$ cat config.mk
export PLATFORM = sky130hd
export DESIGN_NAME = id_ex_stage_flat
export DESIGN_NICKNAME = d
export VERILOG_FILES = /design/src/rtl/id_ex_stage_if.sv /design/src/rtl/id_ex_stage.sv /design/src/flat_wrapper.sv
export SDC_FILE = /design/constraint.sdc
export NUM_CORES = 1
export LEC_CHECK = 0
export BUFFER_PORTS_ARGS = -buffer_cell sky130_fd_sc_hd__buf_2
export CORE_ASPECT_RATIO = 0.5
export CORE_UTILIZATION = 40
export DETAILED_ROUTE_END_ITERATION = 10
export PLACE_DENSITY_LB_ADDON = 0.25
export SYNTH_ARGS = -nofsm -noshare
export SYNTH_HDL_FRONTEND = slang
export SYNTH_SLANG_ARGS = --single-unit
$ cat constraint.sdc
create_clock -name clk -period 7.3 [get_ports clk]
set_input_delay 1.46 -clock clk [delete_from_list [all_inputs] [get_ports clk]]
set_output_delay 1.46 -clock clk [all_outputs]
set_load 0.005 [all_outputs]
$ cat src/rtl/id_ex_stage_if.sv
// Signal bundle between the ID stage, the later pipeline stages and the ID->EX register.
// The slave modport is the pipeline register. The master modport is whoever drives it.
interface id_ex_stage_if #(
  parameter int unsigned CTRL_W = 16,
  parameter int unsigned CNT_W  = 32
);
  logic              id_valid;
  logic [31:0]       id_pc;
  logic [4:0]        id_rs1;
  logic [4:0]        id_rs2;
  logic              id_use1;
  logic              id_use2;
  logic [4:0]        id_rd;
  logic              id_wr;
  logic              id_is_load;
  logic [CTRL_W-1:0] id_ctrl;
  logic [31:0]       rf_a;
  logic [31:0]       rf_b;
  logic              mem_valid;
  logic              mem_wr;
  logic              mem_is_load;
  logic [4:0]        mem_rd;
  logic [31:0]       mem_data;
  logic              wb_valid;
  logic              wb_wr;
  logic [4:0]        wb_rd;
  logic [31:0]       wb_data;
  logic              ex_ready;
  logic              flush;
  logic              id_stall;
  logic              ex_valid;
  logic [31:0]       ex_pc;
  logic [31:0]       ex_a;
  logic [31:0]       ex_b;
  logic [4:0]        ex_rd;
  logic              ex_wr;
  logic              ex_is_load;
  logic [CTRL_W-1:0] ex_ctrl;
  logic [CNT_W-1:0]  stall_cnt;

  modport master (
    output id_valid, id_pc, id_rs1, id_rs2, id_use1, id_use2, id_rd, id_wr, id_is_load,
           id_ctrl, rf_a, rf_b, mem_valid, mem_wr, mem_is_load, mem_rd, mem_data,
           wb_valid, wb_wr, wb_rd, wb_data, ex_ready, flush,
    input  id_stall, ex_valid, ex_pc, ex_a, ex_b, ex_rd, ex_wr, ex_is_load, ex_ctrl,
           stall_cnt
  );

  modport slave (
    input  id_valid, id_pc, id_rs1, id_rs2, id_use1, id_use2, id_rd, id_wr, id_is_load,
           id_ctrl, rf_a, rf_b, mem_valid, mem_wr, mem_is_load, mem_rd, mem_data,
           wb_valid, wb_wr, wb_rd, wb_data, ex_ready, flush,
    output id_stall, ex_valid, ex_pc, ex_a, ex_b, ex_rd, ex_wr, ex_is_load, ex_ctrl,
           stall_cnt
  );
endinterface

$ cat src/rtl/id_ex_stage.sv
// ID->EX pipeline register with RAW hazard stall, MEM/WB operand forwarding and a
// saturating counter of ID stall cycles.
module id_ex_stage #(
  parameter int unsigned CTRL_W = 16,
  parameter int unsigned CNT_W  = 32
) (
  input  logic         clk,
  input  logic         rst,
  id_ex_stage_if.slave bus
);

  logic              ex_valid_q, ex_valid_d;
  logic [31:0]       ex_pc_q, ex_pc_d;
  logic [31:0]       ex_a_q, ex_a_d;
  logic [31:0]       ex_b_q, ex_b_d;
  logic [4:0]        ex_rd_q, ex_rd_d;
  logic              ex_wr_q, ex_wr_d;
  logic              ex_is_load_q, ex_is_load_d;
  logic [CTRL_W-1:0] ex_ctrl_q, ex_ctrl_d;
  logic [CNT_W-1:0]  cnt_q, cnt_d;

  logic ex_hit, mem_hit, hazard, id_stall;
  logic mem_fwd_en, wb_fwd_en;

  // A load still in MEM has no data yet, so only loads count as MEM-stage hazards.
  assign ex_hit = ex_valid_q & ex_wr_q & (ex_rd_q != 5'd0) &
                  ((bus.id_use1 & (bus.id_rs1 == ex_rd_q)) |
                   (bus.id_use2 & (bus.id_rs2 == ex_rd_q)));
  assign mem_hit = bus.mem_valid & bus.mem_wr & bus.mem_is_load & (bus.mem_rd != 5'd0) &
                   ((bus.id_use1 & (bus.id_rs1 == bus.mem_rd)) |
                    (bus.id_use2 & (bus.id_rs2 == bus.mem_rd)));
  assign hazard   = bus.id_valid & (ex_hit | mem_hit);
  assign id_stall = ~rst & ~bus.flush & (hazard | ~bus.ex_ready);

  assign mem_fwd_en = bus.mem_valid & bus.mem_wr & ~bus.mem_is_load;
  assign wb_fwd_en  = bus.wb_valid & bus.wb_wr;

  function automatic logic [31:0] fwd_sel(input logic [4:0]  rs,
                                          input logic [31:0] rf,
                                          input logic        m_en,
                                          input logic [4:0]  m_rd,
                                          input logic [31:0] m_data,
                                          input logic        w_en,
                                          input logic [4:0]  w_rd,
                                          input logic [31:0] w_data);
    logic [31:0] val;
    val = rf;
    if (rs == 5'd0) begin
      val = 32'd0;
    end else if (m_en && (m_rd == rs)) begin
      val = m_data;
    end else if (w_en && (w_rd == rs)) begin
      val = w_data;
    end
    return val;
  endfunction

  always_comb begin
    ex_valid_d   = ex_valid_q;
    ex_pc_d      = ex_pc_q;
    ex_a_d       = ex_a_q;
    ex_b_d       = ex_b_q;
    ex_rd_d      = ex_rd_q;
    ex_wr_d      = ex_wr_q;
    ex_is_load_d = ex_is_load_q;
    ex_ctrl_d    = ex_ctrl_q;
    if (bus.flush) begin
      ex_valid_d   = 1'b0;
      ex_wr_d      = 1'b0;
      ex_is_load_d = 1'b0;
    end else if (!bus.ex_ready) begin
      // hold: defaults already keep every field
    end else if (hazard) begin
      ex_valid_d   = 1'b0;
      ex_wr_d      = 1'b0;
      ex_is_load_d = 1'b0;
    end else begin
      ex_valid_d   = bus.id_valid;
      ex_pc_d      = bus.id_pc;
      ex_a_d       = fwd_sel(bus.id_rs1, bus.rf_a, mem_fwd_en, bus.mem_rd, bus.mem_data,
                             wb_fwd_en, bus.wb_rd, bus.wb_data);
      ex_b_d       = fwd_sel(bus.id_rs2, bus.rf_b, mem_fwd_en, bus.mem_rd, bus.mem_data,
                             wb_fwd_en, bus.wb_rd, bus.wb_data);
      ex_rd_d      = bus.id_rd;
      ex_wr_d      = bus.id_valid & bus.id_wr;
      ex_is_load_d = bus.id_valid & bus.id_is_load;
      ex_ctrl_d    = bus.id_ctrl;
    end
  end

  always_comb begin
    cnt_d = cnt_q;
    if (bus.id_valid && id_stall && !(&cnt_q)) begin
      cnt_d = cnt_q + CNT_W'(1);
    end
  end

  always_ff @(posedge clk) begin
    if (rst) begin
      ex_valid_q   <= 1'b0;
      ex_pc_q      <= '0;
      ex_a_q       <= '0;
      ex_b_q       <= '0;
      ex_rd_q      <= '0;
      ex_wr_q      <= 1'b0;
      ex_is_load_q <= 1'b0;
      ex_ctrl_q    <= '0;
      cnt_q        <= '0;
    end else begin
      ex_valid_q   <= ex_valid_d;
      ex_pc_q      <= ex_pc_d;
      ex_a_q       <= ex_a_d;
      ex_b_q       <= ex_b_d;
      ex_rd_q      <= ex_rd_d;
      ex_wr_q      <= ex_wr_d;
      ex_is_load_q <= ex_is_load_d;
      ex_ctrl_q    <= ex_ctrl_d;
      cnt_q        <= cnt_d;
    end
  end

  assign bus.id_stall   = id_stall;
  assign bus.ex_valid   = ex_valid_q;
  assign bus.ex_pc      = ex_pc_q;
  assign bus.ex_a       = ex_a_q;
  assign bus.ex_b       = ex_b_q;
  assign bus.ex_rd      = ex_rd_q;
  assign bus.ex_wr      = ex_wr_q;
  assign bus.ex_is_load = ex_is_load_q;
  assign bus.ex_ctrl    = ex_ctrl_q;
  assign bus.stall_cnt  = cnt_q;

endmodule

$ cat src/flat_wrapper.sv
// flat-port wrapper written by rule: the top's interface ports become plain ports
module id_ex_stage_flat 
#(
  parameter int unsigned CTRL_W = 16,
  parameter int unsigned CNT_W  = 32
)
  (clk, rst, bus_id_valid, bus_id_pc, bus_id_rs1, bus_id_rs2, bus_id_use1, bus_id_use2, bus_id_rd, bus_id_wr, bus_id_is_load, bus_id_ctrl, bus_rf_a, bus_rf_b, bus_mem_valid, bus_mem_wr, bus_mem_is_load, bus_mem_rd, bus_mem_data, bus_wb_valid, bus_wb_wr, bus_wb_rd, bus_wb_data, bus_ex_ready, bus_flush, bus_id_stall, bus_ex_valid, bus_ex_pc, bus_ex_a, bus_ex_b, bus_ex_rd, bus_ex_wr, bus_ex_is_load, bus_ex_ctrl, bus_stall_cnt);
  id_ex_stage_if #(.CTRL_W(CTRL_W), .CNT_W(CNT_W)) bus_i ();
  input  logic clk;
  input  logic rst;
  input wire logic [$bits(bus_i.id_valid)-1:0] bus_id_valid;
  input wire logic [$bits(bus_i.id_pc)-1:0] bus_id_pc;
  input wire logic [$bits(bus_i.id_rs1)-1:0] bus_id_rs1;
  input wire logic [$bits(bus_i.id_rs2)-1:0] bus_id_rs2;
  input wire logic [$bits(bus_i.id_use1)-1:0] bus_id_use1;
  input wire logic [$bits(bus_i.id_use2)-1:0] bus_id_use2;
  input wire logic [$bits(bus_i.id_rd)-1:0] bus_id_rd;
  input wire logic [$bits(bus_i.id_wr)-1:0] bus_id_wr;
  input wire logic [$bits(bus_i.id_is_load)-1:0] bus_id_is_load;
  input wire logic [$bits(bus_i.id_ctrl)-1:0] bus_id_ctrl;
  input wire logic [$bits(bus_i.rf_a)-1:0] bus_rf_a;
  input wire logic [$bits(bus_i.rf_b)-1:0] bus_rf_b;
  input wire logic [$bits(bus_i.mem_valid)-1:0] bus_mem_valid;
  input wire logic [$bits(bus_i.mem_wr)-1:0] bus_mem_wr;
  input wire logic [$bits(bus_i.mem_is_load)-1:0] bus_mem_is_load;
  input wire logic [$bits(bus_i.mem_rd)-1:0] bus_mem_rd;
  input wire logic [$bits(bus_i.mem_data)-1:0] bus_mem_data;
  input wire logic [$bits(bus_i.wb_valid)-1:0] bus_wb_valid;
  input wire logic [$bits(bus_i.wb_wr)-1:0] bus_wb_wr;
  input wire logic [$bits(bus_i.wb_rd)-1:0] bus_wb_rd;
  input wire logic [$bits(bus_i.wb_data)-1:0] bus_wb_data;
  input wire logic [$bits(bus_i.ex_ready)-1:0] bus_ex_ready;
  input wire logic [$bits(bus_i.flush)-1:0] bus_flush;
  output wire logic [$bits(bus_i.id_stall)-1:0] bus_id_stall;
  output wire logic [$bits(bus_i.ex_valid)-1:0] bus_ex_valid;
  output wire logic [$bits(bus_i.ex_pc)-1:0] bus_ex_pc;
  output wire logic [$bits(bus_i.ex_a)-1:0] bus_ex_a;
  output wire logic [$bits(bus_i.ex_b)-1:0] bus_ex_b;
  output wire logic [$bits(bus_i.ex_rd)-1:0] bus_ex_rd;
  output wire logic [$bits(bus_i.ex_wr)-1:0] bus_ex_wr;
  output wire logic [$bits(bus_i.ex_is_load)-1:0] bus_ex_is_load;
  output wire logic [$bits(bus_i.ex_ctrl)-1:0] bus_ex_ctrl;
  output wire logic [$bits(bus_i.stall_cnt)-1:0] bus_stall_cnt;
  assign bus_i.id_valid = bus_id_valid;
  assign bus_i.id_pc = bus_id_pc;
  assign bus_i.id_rs1 = bus_id_rs1;
  assign bus_i.id_rs2 = bus_id_rs2;
  assign bus_i.id_use1 = bus_id_use1;
  assign bus_i.id_use2 = bus_id_use2;
  assign bus_i.id_rd = bus_id_rd;
  assign bus_i.id_wr = bus_id_wr;
  assign bus_i.id_is_load = bus_id_is_load;
  assign bus_i.id_ctrl = bus_id_ctrl;
  assign bus_i.rf_a = bus_rf_a;
  assign bus_i.rf_b = bus_rf_b;
  assign bus_i.mem_valid = bus_mem_valid;
  assign bus_i.mem_wr = bus_mem_wr;
  assign bus_i.mem_is_load = bus_mem_is_load;
  assign bus_i.mem_rd = bus_mem_rd;
  assign bus_i.mem_data = bus_mem_data;
  assign bus_i.wb_valid = bus_wb_valid;
  assign bus_i.wb_wr = bus_wb_wr;
  assign bus_i.wb_rd = bus_wb_rd;
  assign bus_i.wb_data = bus_wb_data;
  assign bus_i.ex_ready = bus_ex_ready;
  assign bus_i.flush = bus_flush;
  assign bus_id_stall = bus_i.id_stall;
  assign bus_ex_valid = bus_i.ex_valid;
  assign bus_ex_pc = bus_i.ex_pc;
  assign bus_ex_a = bus_i.ex_a;
  assign bus_ex_b = bus_i.ex_b;
  assign bus_ex_rd = bus_i.ex_rd;
  assign bus_ex_wr = bus_i.ex_wr;
  assign bus_ex_is_load = bus_i.ex_is_load;
  assign bus_ex_ctrl = bus_i.ex_ctrl;
  assign bus_stall_cnt = bus_i.stall_cnt;
  id_ex_stage #(.CTRL_W(CTRL_W), .CNT_W(CNT_W)) u_core (.clk(clk), .rst(rst), .bus(bus_i));
endmodule
# Yosys cells after proc, flatten, opt, wreduce, memory -nomap -nowiden
# Index checks and enable logic that the tools add are counted.
# classes
n_addsub	1
n_eq_ne	8
n_mux	9
bitwise	27
n_reduce_logical	14
# op_table
cell	n
32-bit 2-to-1 mux	6
5-bit equality test	8
32-bit by 1-bit adder with 32-bit output, second input constant	1
32-bit AND reduction	1
1-bit bitwise AND	18
5-bit logical NOT	2
5-bit nonzero test	2
1-bit logical AND	6
1-bit inverter	5
1-bit bitwise OR	4
1-bit 2-to-1 mux	3
3-bit AND reduction	1
2-bit OR reduction	1
1-bit logical NOT	1
# word_totals
ff_bits	152
input_bits	215
output_inout_bits	153
elab_cells	68

# Depth between registers and ports, before layout
# depth
word_depth	10
depth_mapped	9

# Worst setup path after synthesis
# No wires, ideal clock.
# synth_timing
path_kind	input to output
start	input bus_id_rs2[3]
end	output bus_id_stall
arrival_ps	2591
required_ps	5840
slack_ps	3249
stages	6
n_path_buf	0
path_cell_list	xor2_1 -> nor4_1 -> a32oi_1 -> o22ai_1 -> a21oi_1 -> nor3_1
# synth_between
elab_chain_len	8
# synth_rtl
element	line_no	text
from (decl)	flat_wrapper.sv:14	input wire logic [$bits(bus_i.id_rs2)-1:0] bus_id_rs2;
5-bit equality test (on tied branches)	id_ex_stage.sv:28, id_ex_stage.sv:31	
1-bit bitwise AND (on tied branches)	id_ex_stage.sv:28, id_ex_stage.sv:31	
1-bit bitwise OR (on tied branches)	id_ex_stage.sv:27, id_ex_stage.sv:30	
1-bit bitwise AND (on tied branches)	id_ex_stage.sv:26, id_ex_stage.sv:29	
1-bit bitwise OR *	id_ex_stage.sv:32	assign hazard = bus.id_valid & (ex_hit | mem_hit);
1-bit bitwise AND *	id_ex_stage.sv:32	
1-bit bitwise OR *	id_ex_stage.sv:33	assign id_stall = ~rst & ~bus.flush & (hazard | ~bus.ex_ready);
1-bit bitwise AND *	id_ex_stage.sv:33	
to (decl)	flat_wrapper.sv:34	output wire logic [$bits(bus_i.id_stall)-1:0] bus_id_stall;
# Every way passes the cells marked *; elsewhere a longest branch is shown, timed or not.

# Worst setup path in the final report
# layout_timing
start	input bus_mem_rd[1]
end	output bus_id_stall
# layout_between
elab_chain_len	8
# layout_rtl
element	line_no	text
from (decl)	flat_wrapper.sv:26	input wire logic [$bits(bus_i.mem_rd)-1:0] bus_mem_rd;
5-bit equality test (on tied branches)	id_ex_stage.sv:30, id_ex_stage.sv:31	
1-bit bitwise AND (on tied branches)	id_ex_stage.sv:30, id_ex_stage.sv:31	
1-bit bitwise OR	id_ex_stage.sv:30	((bus.id_use1 & (bus.id_rs1 == bus.mem_rd)) |
1-bit bitwise AND *	id_ex_stage.sv:29	assign mem_hit = bus.mem_valid & bus.mem_wr & bus.mem_is_load & (bus.mem_rd != 5'd0) &
1-bit bitwise OR *	id_ex_stage.sv:32	
1-bit bitwise AND *	id_ex_stage.sv:32	
1-bit bitwise OR *	id_ex_stage.sv:33	
1-bit bitwise AND *	id_ex_stage.sv:33	
# Marks and branches as above.

==> metrics list <==
- Share of cells above drive strength 1: between 30% and 40%
- Most area-consuming cells after synthesis: sky130_fd_sc_hd__dfxtp_1, sky130_fd_sc_hd__mux2i_1, sky130_fd_sc_hd__a32o_2
- The worst pin sits at a relative slew slack of a little over 20%.
- The detailed router finished its first iteration with 409 violations.
- Routed via count: between 7,000 and 8,000
* Part of the total power dissipated in sequential elements: 43.6%
- For hold timing, the worst endpoint is u_core.bus.ex_pc[0].
- Critical path start-end classification: in -> out
* CP endpoint kind: output port
- Derived from the worst setup path, the maximum achievable clock frequency is around 220 MHz.
* Synth top area share: 38.6%
- Global-route wire length before repair: ~39 mm
- Vias in the first global route: between 7,000 and 8,000
- The pre-antenna-repair detailed-routing pass consisted of 6 iterations.
- Layout Skew: 0.00871 ns
- Startpoint Class: input port
- Across the run, the number of max-cap violations was 0.
* Data required time of the worst path: ~5.8 ns
- Routability-driven placement finished with a final weighted congestion of between 0.8 and 0.9.
- Clk slew on worst S/H paths: approximately 0.060 ns
- The total count of hold-check failures in the final report was 0.
* Leakage power: between 5 and 6 nW
* Minimum clock period after layout: roughly 4.5 ns
- Counting flops with an async set or reset pin after synthesis yields a share of 0%.
- The startpoint identified for the worst hold timing path is u_core.bus.ex_pc[0].
- Switching part of the total: 27.2%
- In this run, post-CTS repair resized a total of 0 instances.
- At the worst endpoint, the arrival time is 2.99 ns.
- The H-tree generated during clock tree synthesis spans 4 levels.
- Hold_buf cts: 0
* Met3 track demand over resource in global routing: between 6 and 7%
- The initial utilization of the core area, before any placement, comes to about two fifths.
- Synthesis produced a netlist whose cell count is slightly below 900.
* Post-synth top area cell: sky130_fd_sc_hd__dfxtp_1
* Die span in x: between 200 and 250 µm
* Leading cell type in the layout, fill and taps excluded: sky130_fd_sc_hd__buf_2
- Dividing the final minimum period by the clock period gives 61.0%.
* Total nets after synthesis: 1,099
* IO buf count: between 300 and 400
- Library cell contributing the largest single delay on the critical path: sky130_fd_sc_hd__or4_4
- Peak supply drop: 153 µV
* Number of synthesized register bits: 152
- Nets: between 1,000 and 1,500
* Placement Cell Area: between 0.009 and 0.01 mm²
- Syn avg cell area: about 8.9 µm²
* Run status: finished clean
- Total die area: about 0.02 mm²
- Logic depth of the worst register-to-register path: 7
- In the routed layout, each cell is associated on average with a via count of about 5.4.
- Remaining global-route overflow: 0
- Of the synthesized area, sequential elements account for 38.6%.
- Total of fill cells in the finished design: roughly 1,800
- Register-to-Register Setup Slack: about 4.3 ns
- Cell-by-cell listing of the critical path: buf_2, or4_4, o2111ai_2, o22ai_1, buf_4, a21oi_1, nor3_1, buf_2
* Ratio of total power to cell area: about 200 mW/mm²
* Number of enable-type register cells in the synthesized netlist: 0
- Post-route design area: approximately 0.010 mm²
* Clock insertion delay at the later pin of the skew report: ~0.43 ns
* Most instantiated flip-flop cell in the synthesis netlist: sky130_fd_sc_hd__dfxtp_1
- Most Crowded Layer GR: met2
- In this run the critical register-to-register path is launched from u_core.bus.stall_cnt[0].
- Number of distinct library cells after synthesis: 52
- TritonCTS clock tree: done
* Root Buffer Master: sky130_fd_sc_hd__clkbuf_16
- Die height: about 100 µm
- Clock Sink Count: between 150 and 200
- After detailed routing, the average wire length per cell comes to approximately 17 µm.
* Number of placement rows: 35
* Boundary pin count: between 300 and 400
* Actual transition at the worst max-transition pin: about 1.2 ns
- The cell area that synthesis handed to floorplanning was around 0.0079 mm².
* Standard cell core area: 0.0188 mm²
- Initial antenna violation count: 3
- Pins Over Slew Limit: 0
* Post-DRT Antenna Nets: 0
- In this design, the stage delay of the slowest critical-path cell is ~0.53 ns.
* Routed wire length: approximately 25 mm
* Largest buffer count on any clock path: 2
* Design internal power: 0.00147 W
- The clock network is responsible for 43.6% of the overall power.
* Most prevalent standard cell on the critical path: sky130_fd_sc_hd__buf_2
- Global routing consumed, on the met1 layer, 29.3% of the routing resources.
* Remaining design rule violation count: 0
- Crit Reg-Reg Endpoint: u_core.bus.stall_cnt[26]
* Number of setup violations in the final report: 0
- The worst hold path was traced through 2 stages.
* Number of warning messages in the yosys log: 0
* Signed area change from the synthesized netlist to the final layout: 31.1%
- In the global route stage, overall resource usage came out at between 20 and 25%.
* Maximum fanout count along the critical path: 5
* Commonest non-fill, non-tap cells in the layout: sky130_fd_sc_hd__buf_2, sky130_fd_sc_hd__nand2_1, sky130_fd_sc_hd__dfxtp_1
- Post-CTS setup buffer count: 0
* HPWL after DPL: roughly 18 mm
- Entering global routing, the biggest net connects between 80 and 90 pins.
- Clock buffers created by TritonCTS: 17
* Setup repair after global routing missed its margin: false
- Post-route setup TNS: 0 ns
* Global Route met2 Usage: between 40% and 50%
- Per report_power, the combinational group accounts for between 10 and 15% of the total.
- Class of the tightest hold or removal check: reg -> reg
* Net Switching: around 0.00055 W
==> sequential cells by signal (all words and copies together), names as in the netlist <==
signal,count
u_core.bus.ex_a,32
u_core.bus.stall_cnt,32
u_core.bus.ex_ctrl,16
u_core.bus.ex_rd,5
u_core.bus.ex_wr,1
u_core.bus.ex_b,32
u_core.bus.ex_pc,32
u_core.bus.ex_valid,1
u_core.bus.ex_is_load,1
==> through the flow <==
stage               hold WS, ns  setup slack (ns)  power (W)  utilization [%]  cells
floorplan                 0.451              3.25    0.00103                -    883
global placement          0.440              2.85    0.00115             51.8   1448
detailed placement        0.446              2.83    0.00116             51.8   1448
CTS                       0.455              2.83    0.00204             54.8   1480
global route              0.473              2.71    0.00210             54.9   1483
finish                    0.454              2.85    0.00202             54.9   1483
==> power by group through the flow <==
stage | logic (W) | registers (W) | clock network [W]
floorplan | 0.000132 | 0.000902 | 0
global placement | 0.000254 | 0.000899 | 0
detailed placement | 0.000259 | 0.000900 | 0
CTS | 0.000260 | 0.000882 | 0.000899
global route | 0.000284 | 0.000885 | 0.000934
finish | 0.000258 | 0.000882 | 0.000881
==> cell usage after synthesis, types with 7 or more instances <==
library cell               number
sky130_fd_sc_hd__nand2_1      164
sky130_fd_sc_hd__clkbuf_1      33
sky130_fd_sc_hd__a21oi_1       53
sky130_fd_sc_hd__mux2i_1      120
sky130_fd_sc_hd__nand3_1       22
sky130_fd_sc_hd__a32o_2        58
sky130_fd_sc_hd__nand4_1       16
sky130_fd_sc_hd__xnor2_1        9
sky130_fd_sc_hd__dfxtp_1      152
sky130_fd_sc_hd__or4_1         14
sky130_fd_sc_hd__o31ai_1        9
sky130_fd_sc_hd__buf_2         18
sky130_fd_sc_hd__nor4_1        14
sky130_fd_sc_hd__buf_6          7
sky130_fd_sc_hd__nor2_1        46
sky130_fd_sc_hd__o21ai_0       40
sky130_fd_sc_hd__xor2_1        21
==> worst max path at each step <==
stage                     slack (ns)  cells past startpoint            to           from
after floorplan                 3.25                      6  bus_id_stall  bus_id_rs2[3]
after global placement          2.85                      8  bus_id_stall  bus_mem_rd[1]
after detailed placement        2.83                      8  bus_id_stall  bus_mem_rd[1]
after CTS                       2.83                      8  bus_id_stall  bus_mem_rd[1]
after global routing            2.71                      9  bus_id_stall  bus_id_rs2[3]
final                           2.85                      8  bus_id_stall  bus_mem_rd[1]
==> cell families after synthesis <==
| kind of cell | after synthesis | share of synthesized area, % |
|---|---|---|
| AOI/OAI and AO/OA | 189 | 18.3 |
| and+or+nand+nor | 310 | 18.0 |
| DFF | 152 | 38.6 |
| buffers and inverters | 75 | 5.47 |
| adders and majority gates | 1 | 0.159 |
| muxes | 126 | 16.1 |
| xor gates and xnor gates | 30 | 3.33 |
==> critical path, delay by kind of cell <==
kind | cells | cell delay (ns)
simple gates | 2 | 0.59
compound gates | 3 | 0.48
buf+inv | 3 | 0.46
==> metal layers <==
| metal | wire length, µm | up-vias |
|---|---|---|
| met5 | 0 | - |
| met4 | 432 | 0 |
| met3 | 1550 | 30 |
| met2 | 12400 | 261 |
| met1 | 10700 | 3774 |
| li1 | - | 3909 |
==> layout make-up <==
type                    instances  area (µm²)  share of cell area (%)
diodes                          3        7.51                  0.0726
multi-input cells             656        4460                    43.1
clock buffers                  17         425                    4.12
repair buffers                375        1900                    18.4
flip-flops and latches        152        3040                    29.4
well taps                     259         324                    3.14
inverters                       6        25.0                   0.242
clock inverters                15         155                    1.50
No activity file was read; power rests on OpenSTA's default activity.
